`config.mk`:
```
export PLATFORM = sky130hd
export DESIGN_NAME = logic_slice_unit
export DESIGN_NICKNAME = d
export VERILOG_FILES = /design/src/rtl/logic_slice_unit_pkg.sv /design/src/rtl/logic_slice_unit_slice.sv /design/src/rtl/logic_slice_unit.sv
export SDC_FILE = /design/constraint.sdc
export NUM_CORES = 1
export LEC_CHECK = 0
export BUFFER_PORTS_ARGS = -buffer_cell sky130_fd_sc_hd__buf_2
export CORE_MARGIN = 4
export CORE_UTILIZATION = 45
export DETAILED_ROUTE_END_ITERATION = 7
export PLACE_DENSITY_LB_ADDON = 0.25
export RECOVER_POWER = 50
export SKIP_CTS_REPAIR_TIMING = 1
export SYNTH_ARGS = -nofsm -noshare
export SYNTH_HDL_FRONTEND = slang
export SYNTH_SLANG_ARGS = --single-unit
```
`constraint.sdc`:
```
create_clock -name clk -period 3.39 [get_ports clk]
set_input_delay 0.1695 -clock clk [delete_from_list [all_inputs] [get_ports clk]]
set_output_delay 0.1695 -clock clk [all_outputs]
set_load 0.01 [all_outputs]
```
`src/rtl/logic_slice_unit_pkg.sv`:
```
// logic_pkg: op encodings and FSM states shared by the slice-serial logic unit
package logic_pkg;
  localparam logic [1:0] LOP_AND = 2'b00;
  localparam logic [1:0] LOP_OR  = 2'b01;
  localparam logic [1:0] LOP_XOR = 2'b10;
  localparam logic [1:0] LOP_NOR = 2'b11;
  typedef enum logic [1:0] {IDLE, RUN, DONE} lsu_state_t;
endpackage

```
`src/rtl/logic_slice_unit_slice.sv`:
```
// logic_slice: one SLICE-wide bitwise AND/OR/XOR/NOR lane
module logic_slice import logic_pkg::*; #(
  parameter int SLICE = 8
) (
  input  logic [SLICE-1:0] x,
  input  logic [SLICE-1:0] y,
  input  logic [1:0]       op,
  output logic [SLICE-1:0] z
);
  assign z = op == LOP_AND ? x & y :
             op == LOP_OR  ? x | y :
             op == LOP_XOR ? x ^ y : ~(x | y);
endmodule

```
`src/rtl/logic_slice_unit.sv`:
```
// logic_slice_unit: slice-serial bitwise logic unit with valid/ready handshake and zero flag
module logic_slice_unit import logic_pkg::*; #(
  parameter int WIDTH = 32,
  parameter int SLICE = 8
) (
  input  logic             clk,
  input  logic             rst_n,
  input  logic             in_valid,
  output logic             in_ready,
  input  logic [WIDTH-1:0] a,
  input  logic [WIDTH-1:0] b,
  input  logic [1:0]       op,
  output logic             out_valid,
  input  logic             out_ready,
  output logic [WIDTH-1:0] res,
  output logic             zero
);
  localparam int NSLICE = WIDTH / SLICE;
  localparam int CW = NSLICE > 1 ? $clog2(NSLICE) : 1;
  localparam int BW = WIDTH > 1 ? $clog2(WIDTH) : 1;
  lsu_state_t       r_state, w_next;
  logic [WIDTH-1:0] r_a, r_b, r_res, w_res;
  logic [1:0]       r_op;
  logic [CW-1:0]    r_cnt;
  logic             r_zero;
  logic [BW-1:0]    w_base;
  logic [SLICE-1:0] w_z;
  logic             w_last;
  assign w_base    = BW'(r_cnt * SLICE);
  assign w_last    = r_cnt == CW'(NSLICE - 1);
  assign in_ready  = r_state == IDLE;
  assign out_valid = r_state == DONE;
  assign res       = r_res;
  assign zero      = r_zero;
  logic_slice #(.SLICE(SLICE)) u_slice (
    .x  (r_a[w_base +: SLICE]),
    .y  (r_b[w_base +: SLICE]),
    .op (r_op),
    .z  (w_z)
  );
  always_comb begin
    w_next = r_state;
    w_res = r_res;
    w_res[w_base +: SLICE] = w_z;
    case (r_state)
      IDLE:    w_next = in_valid ? RUN : IDLE;
      RUN:     w_next = w_last ? DONE : RUN;
      DONE:    w_next = out_ready ? IDLE : DONE;
      default: w_next = IDLE;
    endcase
  end
  always_ff @(posedge clk or negedge rst_n) begin
    if (!rst_n) begin
      r_state <= IDLE;
      r_a     <= '0;
      r_b     <= '0;
      r_op    <= LOP_AND;
      r_cnt   <= '0;
      r_res   <= '0;
      r_zero  <= 1'b0;
    end else begin
      r_state <= w_next;
      if (r_state == IDLE && in_valid) begin
        r_a   <= a;
        r_b   <= b;
        r_op  <= op;
        r_cnt <= '0;
      end
      if (r_state == RUN) begin
        r_res <= w_res;
        r_cnt <= w_last ? '0 : r_cnt + 1'b1;
        if (w_last) r_zero <= ~|w_res;
      end
    end
  end
endmodule

```
==> flow_metrics.env, run 1 <==
export IMPL_fin_skew_ns=0.0106
export IMPL_dieWidth_um=114
export IMPL_r2r_end="zero"
export IMPL_place_congestion=0.854
export IMPL_synth_edf_count=0
export IMPL_crit_path_end="zero"
export IMPL_antenna_cells=0
export IMPL_worstPathCellList="buf_4 -> mux4_2 -> inv_1 -> ha_1 -> mux4_2 -> nor2_4 -> or4b_1 -> a21oi_1 -> a32o_1"
export IMPL_relSlewSlack_pct=-1.27
export IMPL_slowest_delay_ns=0.57
export IMPL_cap_violations=1
export IMPL_grt_pass1_vias=4048
export IMPL_clock_latency_ns=0.35
export IMPL_drc=0
export IMPL_synth_top_family_by_area="simple AND/OR/NAND/NOR gates"
export IMPL_final_layout_size_suffix_gt1_share_pct=19.7
export IMPL_setup_tns_ns=0
export IMPL_h_tree_depth=3
export IMPL_syn_avg_cell_area_um2=10.3
export IMPL_initial_utilization_pct=46.3
export IMPL_setup_viol=0
export IMPL_reg2reg_depth=9
export IMPL_vias_per_cell=5.28
export IMPL_dp_cells=721
export IMPL_syn_cell_area_um2=5070
export IMPL_fp_row_count=38
export IMPL_dr_pass1_iters=6
export IMPL_async_flop_share_pct=100
export IMPL_coreArea_um2=10900
export IMPL_synth_warnings=0
export IMPL_overflow=0
export IMPL_cp_arrival_ns=3.35
export IMPL_dieArea_um2=13000
export IMPL_drt_wirelength_per_cell_um=16.5
export IMPL_synthCells=493
export IMPL_synth_mux_area_fraction_pct=10.8
export IMPL_place_hpwl_um=8770
export IMPL_grt_max_degree=69
export IMPL_end_kind="flip-flop"
export IMPL_cp_slowest_cell="mux4_2"
export IMPL_synth_seq_area_share_pct=50.9
export IMPL_place_ws_ns=0.344
export IMPL_place_area_um2=5720
export IMPL_io_buffer_count=104
export IMPL_critPathKind="reg -> reg"
export IMPL_hold_path_startpoint="b[9]"
export IMPL_stdcell_area_um2=5940
export IMPL_start_kind="flip-flop"
export IMPL_synth_fp_nets=593
export IMPL_cts_sinks=103
export IMPL_outcome="complete, but fails checks"
export IMPL_ant_nets=0
export IMPL_cts_tree="done"
export IMPL_crit_start="r_cnt[0]"
export IMPL_rrSetupSlack_ns=0.32
export IMPL_fin_cells=738
export IMPL_cts_max_path_buffers=2
export IMPL_violations="capacitance limit, slew limit"
export IMPL_synth_seq_cells=103
export IMPL_first_iter_violations=254
export IMPL_cpMostUsedCell="mux4_2"
export IMPL_synthAdderAreaFrac_pct=7.41
export IMPL_layout_common_cells="nand2_1, dfrtp_1, buf_2, clkbuf_1, ha_1"
export IMPL_worst_slack_ns=0.321
export IMPL_drv_slew=60
export IMPL_finalCritPeriodShare_pct=90.5
export IMPL_synth_ff_type="dfrtp_1"
export IMPL_yosysUniqueCellTypes=33
export IMPL_layout_commonest_cell="nand2_1"
export IMPL_antenna_found_initial=0
export IMPL_cp_max_fo=11
export IMPL_tightest_slew_ns=1.52
export IMPL_clockRootBuffer="clkbuf_16"
export IMPL_synthToLayoutAreaGrowth_pct=17.3
export IMPL_io_pins=105
export IMPL_p_per_area_nw_per_um2=1070
export IMPL_yosys_area_share_simple_pct=18.9
export IMPL_irDropWorstVdd_uv=387
export IMPL_grt_pass1_wl_um=20100
export IMPL_fp_dieH_um=114
export IMPL_rr_startpoint="r_cnt[0]"
export IMPL_num_vias=3893
export IMPL_rsz0062_at_grt="no"
export IMPL_whs_ns=0.0124
export IMPL_totalWireLength_um=12200
export IMPL_fin_nets=693
export IMPL_cp_data_required_time_ns=3.67
export IMPL_synth_xor_xnor_area_share_pct=0
export IMPL_min_period_ns=3.07
export IMPL_cts_clk_slew_worst_paths_ns=0.07
export IMPL_p_leak_nw=3.07
export IMPL_hold_viol=0
export IMPL_numCtsBuffers=9
export IMPL_fmax_ghz=0.326
export IMPL_grt_total_usage_pct=19.5
export IMPL_synth_compound_area_share_pct=7.98
export IMPL_hold_class="in -> reg"
==> flip-flops by register name (all words and copies together), names as in the netlist <==
| name | count |
|---|---|
| r_a | 32 |
| res | 32 |
| r_op | 2 |
| r_state | 2 |
| r_cnt | 2 |
| r_b | 32 |
| zero | 1 |
==> through the flow <==
| stage | power (mW) | utilization [%] |
|---|---|---|
| finish | 6.35 | 54.3 |
| global route | 6.89 | 54.3 |
| CTS | 6.45 | 54.7 |
| detailed placement | 5.47 | 52.3 |
| global placement | 5.31 | 52.3 |
| floorplan | 4.40 | - |
==> cells in the mapped netlist, types with 2 or more instances <==
cell	n	share of area [%]
buf_1	4	0.30
a22o_2	4	0.79
and2_1	2	0.25
nor3_1	3	0.30
o21ai_0	6	0.59
buf_2	2	0.20
nand2_1	207	15
clkbuf_1	15	1.1
buf_6	2	0.44
mux4_2	22	9.8
a21oi_1	5	0.49
a22o_1	29	5.0
o31ai_1	2	0.30
inv_1	27	2.0
nor4_1	9	1.1
ha_1	30	7.4
nor2_1	3	0.22
nand2b_1	3	0.37
dfrtp_1	103	51
mux4_1	2	1.0
==> cell families (layout without fill, tap and decap cells) <==
kind of cell / Yosys count / count (layout)
adders and majority gates: 30 / 30
buffers and inverters: 50 / 155
AOI/OAI and AO/OA: 51 / 51
and+or+nand+nor: 235 / 235
muxes: 24 / 24
DFF: 103 / 103
==> critical path: cells and delay by family (launching register included) <==
kind            cells  cell delay (ns)
compound gates      2             0.35
buf+inv             2             0.35
flops               1             0.35
simple gates        2             0.60
fa+ha+maj           1             0.23
mux                 2             1.12
==> power by group <==
group          internal, mW  total (mW)  switching, mW
registers              1.79        2.21          0.420
clock network         0.499       0.965          0.466
logic                  1.35        3.17           1.82
total                  3.64        6.35           2.71
==> how the worst min path moves through the flow <==
stage / cells past startpoint / to / slack [ns]
finish: 3 / r_b[9] / 0.01
global route: 3 / r_a[17] / 0.007
CTS: 1 / res[28] / -0.07
detailed placement: 1 / res[31] / 0.30
global placement: 1 / res[30] / 0.28
floorplan: 0 / r_a[0] / -0.13
==> cell type report <==
type	count	area [µm²]
timing repair buffer	112	532
sequential	103	2580
tap	140	175
fill	1006	4990
multi-input combinational	340	2290
inverter	27	101
clock buffer	11	233
clock inverter	5	35.0
==> routing by layer <==
layer  global-route usage (%)  routed length, µm
met5                        0                  0
met4                     7.92                187
met3                     4.12                709
met2                     30.7               5730
met1                     26.6               5570
(Power assumes the default switching activity.)
==> run 2, diff against run 1 <==
--- a/config.mk
+++ b/config.mk
@@ -12,6 +12,7 @@
 export PLACE_DENSITY_LB_ADDON = 0.25
 export RECOVER_POWER = 50
 export SKIP_CTS_REPAIR_TIMING = 1
+export SKIP_LAST_GASP = 1
 export SYNTH_ARGS = -nofsm -noshare
 export SYNTH_HDL_FRONTEND = slang
 export SYNTH_SLANG_ARGS = --single-unit
==> constraint.sdc (replaced) <==
create_clock -name clk -period 3.39 [get_ports clk]
set_input_delay 0.678 -clock clk [delete_from_list [all_inputs] [get_ports clk]]
set_output_delay 0.678 -clock clk [all_outputs]
set_load 0.01 [all_outputs]
==> flow_metrics.env, run 2 (synthesis gave the netlist of run 1 again) <==
export IMPL_outcome="complete, but fails checks"
export IMPL_violations="capacitance limit, slew limit"
export IMPL_dieArea_um2=13000
export IMPL_finalCritPeriodShare_pct=90.5
export IMPL_antenna_found_initial=0
export IMPL_layout_common_cells="nand2_1, dfrtp_1, buf_2, ha_1, a22o_1"
export IMPL_cts_sinks=103
export IMPL_cts_max_path_buffers=2
export IMPL_cp_arrival_ns=3.35
export IMPL_fmax_ghz=0.326
export IMPL_grtUsageMet2_pct=30.8
export IMPL_fp_dieH_um=114
export IMPL_cts_tree="done"
export IMPL_first_iter_violations=232
export IMPL_setup_tns_ns=0
export IMPL_cp_max_fo=13
export IMPL_fp_row_count=38
export IMPL_cp_data_required_time_ns=3.67
export IMPL_ant_nets=0
export IMPL_layout_commonest_cell="nand2_1"
export IMPL_io_pins=105
export IMPL_synthToLayoutAreaGrowth_pct=19.2
export IMPL_rrSetupSlack_ns=0.32
export IMPL_grt_busiest_layer="met2"
export IMPL_coreArea_um2=10900
export IMPL_met3_usage_pct=4.33
export IMPL_place_congestion=0.929
export IMPL_grt_pass1_wl_um=19600
export IMPL_whs_ns=0.478
export IMPL_p_per_area_nw_per_um2=1080
export IMPL_clock_latency_ns=0.35
export IMPL_drv_slew=46
export IMPL_end_kind="flip-flop"
export IMPL_dr_pass1_iters=4
export IMPL_critPathKind="reg -> reg"
export IMPL_fin_nets=692
export IMPL_num_vias=3913
export IMPL_cap_violations=1
export IMPL_totalWireLength_um=11900
export IMPL_grt_max_degree=68
export IMPL_p_leak_nw=3.19
export IMPL_drt_wirelength_per_cell_um=16.1
export IMPL_rsz0062_at_grt="no"
export IMPL_fin_skew_ns=0.00916
export IMPL_overflow=0
export IMPL_hold_viol=0
export IMPL_irDropWorstVdd_uv=398
export IMPL_numCtsBuffers=9
export IMPL_gr_usage_met1_pct=25.5
export IMPL_antenna_cells=0
export IMPL_setup_viol=0
export IMPL_initial_utilization_pct=46.3
export IMPL_drc=0
export IMPL_io_buffer_count=104
export IMPL_dieWidth_um=114
export IMPL_clockRootBuffer="clkbuf_16"
export IMPL_min_period_ns=3.07
export IMPL_relSlewSlack_pct=-67.2
export IMPL_grt_total_usage_pct=19.0
export IMPL_hold_class="reg -> reg"
export IMPL_start_kind="flip-flop"
export IMPL_grt_pass1_vias=4015
export IMPL_h_tree_depth=3
export IMPL_final_layout_size_suffix_gt1_share_pct=23.3
export IMPL_tightest_slew_ns=2.51
export IMPL_place_hpwl_um=8790
export IMPL_cts_clk_slew_worst_paths_ns=0.07
export IMPL_vias_per_cell=5.31
run 2: changes by cell type in the layout (fill, tap and decap cells not counted), moves of 2 or more:
cell	delta
buf_2	+20
clkbuf_1	-22
clkinv_2	-2
inv_8	+3
bufinv_16	+2
run 2: layout make-up:
cell class	count	area, µm²
Clock inverter	7	111
Timing Repair Buffer	111	562
Clock buffer	9	225
Inverter	27	101
Tap cell	140	175
Sequential cell	103	2580
Multi-Input combinational cell	340	2290
Fill cell	1011	4900
run 2: per-layer routing:
metal | part of all wire, % | up-vias | wire [µm]
met3 | 5.9 | 19 | 703
met2 | 47 | 120 | 5570
met5 | 0 | - | 0
li1 | - | 1864 | -
met4 | 1.8 | 0 | 211
met1 | 45 | 1910 | 5400
run 2: metrics by stage:
step	utilization, %	worst slack [ns]	cells	total power [mW]	instance area, µm²
after floorplan	-	0.0883	493	4.40	5070
after global placement	52.4	0.434	721	5.31	5730
after detailed placement	52.4	0.366	721	5.44	5730
after CTS	55.5	0.329	737	6.62	6070
after global routing	55.2	0.151	737	7.09	6040
final	55.2	0.321	737	6.55	6040
run 2: worst paths after layout:
path / startpoint / to / cells after the start
max: r_cnt[1] / zero / 9
min: r_b[14] / r_b[14] / 2
max in group asynchronous: rst_n / r_b[17] / 1
min reg2reg: r_b[14] / r_b[14] / 2
max reg2reg: r_cnt[1] / zero / 9
min in group asynchronous: rst_n / res[24] / 1
run 2: worst max-delay path, cell delays in order (launching register included):
cell,delay [ns]
dfrtp_1,0.66
clkbuf_1,0.26
mux4_2,0.40
inv_1,0.11
ha_1,0.22
mux4_2,0.59
o21ai_0,0.25
nand4_1,0.12
nor4_1,0.20
a32o_1,0.21
run 2: power breakdown:
group | total (mW) | switching [mW] | internal, mW
combinational | 3.14 | 1.76 | 1.37
clock | 1.17 | 0.498 | 0.667
sequential | 2.24 | 0.458 | 1.79
total | 6.55 | 2.72 | 3.83
==> run 3, diff against run 2 <==
==> constraint.sdc (replaced) <==
create_clock -name clk -period 3.39 [get_ports clk]
set_input_delay 0.339 -clock clk [delete_from_list [all_inputs] [get_ports clk]]
set_output_delay 0.339 -clock clk [all_outputs]
set_load 0.01 [all_outputs]
==> flow_metrics.env, run 3 (synthesis gave the netlist of run 1 again) <==
export IMPL_rrSetupSlack_ns=0.32
export IMPL_num_vias=3874
export IMPL_cp_slowest_cell="mux4_2"
export IMPL_clock_latency_ns=0.35
export IMPL_critical_path_buf_inv_count=2
export IMPL_cap_violations=1
export IMPL_cts_clk_slew_worst_paths_ns=0.08
export IMPL_slowest_delay_ns=0.58
export IMPL_end_kind="flip-flop"
export IMPL_io_buffer_count=104
export IMPL_dieWidth_um=114
export IMPL_final_layout_size_suffix_gt1_share_pct=22.9
export IMPL_place_area_um2=5720
export IMPL_grt_pass1_vias=3954
export IMPL_critPathKind="reg -> reg"
export IMPL_fin_skew_ns=0.00875
export IMPL_cts_tree="done"
export IMPL_numCtsBuffers=9
export IMPL_vias_per_cell=5.27
export IMPL_nFillCells=1009
export IMPL_cp_depth=9
export IMPL_hold_class="in -> reg"
export IMPL_grt_total_usage_pct=19.3
export IMPL_setup_tns_ns=0
export IMPL_layout_commonest_cell="nand2_1"
export IMPL_io_pins=105
export IMPL_fp_dieH_um=114
export IMPL_grt_pass1_wl_um=19900
export IMPL_irDropWorstVdd_uv=409
export IMPL_layout_common_cells="nand2_1, dfrtp_1, buf_2, ha_1, a22o_1"
export IMPL_place_hpwl_um=8740
export IMPL_dieArea_um2=13000
export IMPL_comb_power_share_pct=50.1
export IMPL_fp_row_count=38
export IMPL_clockPowerShare_pct=15.5
export IMPL_cp_arrival_ns=3.35
export IMPL_drc=0
export IMPL_outcome="complete, but fails checks"
export IMPL_violations="capacitance limit, slew limit"
export IMPL_min_period_ns=3.07
export IMPL_h_tree_depth=3
export IMPL_fin_nets=690
export IMPL_setup_viol=0
export IMPL_overflow=0
export IMPL_ant_nets=0
export IMPL_synthToLayoutAreaGrowth_pct=17.9
export IMPL_cpLargestDelayFamily="multiplexers"
export IMPL_p_leak_nw=3.15
export IMPL_antenna_cells=0
export IMPL_crit_path_end="zero"
export IMPL_cpMostUsedCell="mux4_2"
export IMPL_place_congestion=0.848
export IMPL_dr_pass1_iters=5
export IMPL_p_per_area_nw_per_um2=1070
export IMPL_cts_max_path_buffers=2
export IMPL_finalCritPeriodShare_pct=90.5
export IMPL_cts_sinks=103
export IMPL_power_frac_seq_pct=34.4
export IMPL_intPower_mw=3.67
export IMPL_first_iter_violations=248
export IMPL_relSlewSlack_pct=-67.1
export IMPL_tightest_slew_ns=2.51
export IMPL_drv_slew=46
export IMPL_cp_data_required_time_ns=3.68
export IMPL_clockRootBuffer="clkbuf_16"
export IMPL_reg2reg_depth=9
export IMPL_totalWireLength_um=12100
export IMPL_p_sw_mw=2.72
export IMPL_r2r_end="zero"
export IMPL_cp_max_fo=11
export IMPL_rr_startpoint="r_cnt[0]"
export IMPL_rsz0062_at_grt="no"
export IMPL_grt_max_degree=69
export IMPL_crit_start="r_cnt[0]"
export IMPL_start_kind="flip-flop"
export IMPL_initial_utilization_pct=46.3
export IMPL_drt_wirelength_per_cell_um=16.4
export IMPL_switching_share_pct=42.6
export IMPL_coreArea_um2=10900
export IMPL_hold_viol=0
export IMPL_fmax_ghz=0.326
export IMPL_antenna_found_initial=0
export IMPL_stdcell_area_um2=5970
export IMPL_worstPathCellList="buf_4 -> mux4_2 -> inv_1 -> ha_1 -> mux4_2 -> nor2_4 -> or4b_1 -> a21oi_1 -> a32o_1"
==> run 3: how the worst min path moves through the flow <==
| stage | from | to | slack [ns] | cells after the start |
|---|---|---|---|---|
| 6_report | a[25] | r_a[25] | 0.17 | 3 |
| 3_3_place_gp | rst_n | res[29] | 0.38 | 1 |
| 2_1_floorplan | rst_n | r_a[0] | 0.04 | 0 |
| 4_1_cts | rst_n | res[29] | 0.02 | 1 |
| 3_5_place_dp | rst_n | res[29] | 0.39 | 1 |
| 5_1_grt | a[21] | r_a[21] | 0.16 | 3 |
==> run 3: area by class of cell <==
| type | count | area (µm²) | area share [%] |
|---|---|---|---|
| flip-flops and latches | 103 | 2580 | 43.1 |
| repair buffers | 109 | 548 | 9.17 |
| well taps | 140 | 175 | 2.93 |
| clock buffers | 10 | 229 | 3.83 |
| multi-input cells | 340 | 2290 | 38.3 |
| inverters | 27 | 101 | 1.70 |
| clock inverters | 6 | 55.1 | 0.921 |
==> run 3: power groups by stage <==
stage	clock network [mW]	registers, mW	logic (mW)
floorplan	0	2.14	2.27
global placement	0	2.21	3.09
detailed placement	0	2.22	3.23
CTS	1.02	2.20	3.26
global route	1.07	2.27	3.59
finish	0.990	2.20	3.20
==> run 3: through the flow <==
stage               instances  utilization, %  hold WS (ns)  power [mW]  setup WS [ns]
detailed placement        719            52.3         0.385        5.45          0.327
finish                    735            54.6         0.175        6.40          0.323
CTS                       735            54.9        0.0182        6.48          0.306
global route              735            54.6         0.164        6.93          0.187
floorplan                 493               -        0.0434        4.40         0.0883
global placement          719            52.3         0.380        5.30          0.432
==> run 3: layer usage <==
layer  wire (µm)  vias to the layer above  track usage [%]
li1            -                     1851                -
met2        5760                      127             30.8
met1        5430                     1876             26.9
met5           0                        -                0
met3         684                       20             3.86
met4         181                        0             5.78
==> run 3: worst reg2reg max path: stages, from the launching register on <==
cell and delay [ns]:
dfrtp_1 0.35, buf_4 0.24, mux4_2 0.56, inv_1 0.10
ha_1 0.23, mux4_2 0.58, nor2_4 0.17, or4b_1 0.44
a21oi_1 0.18, a32o_1 0.17
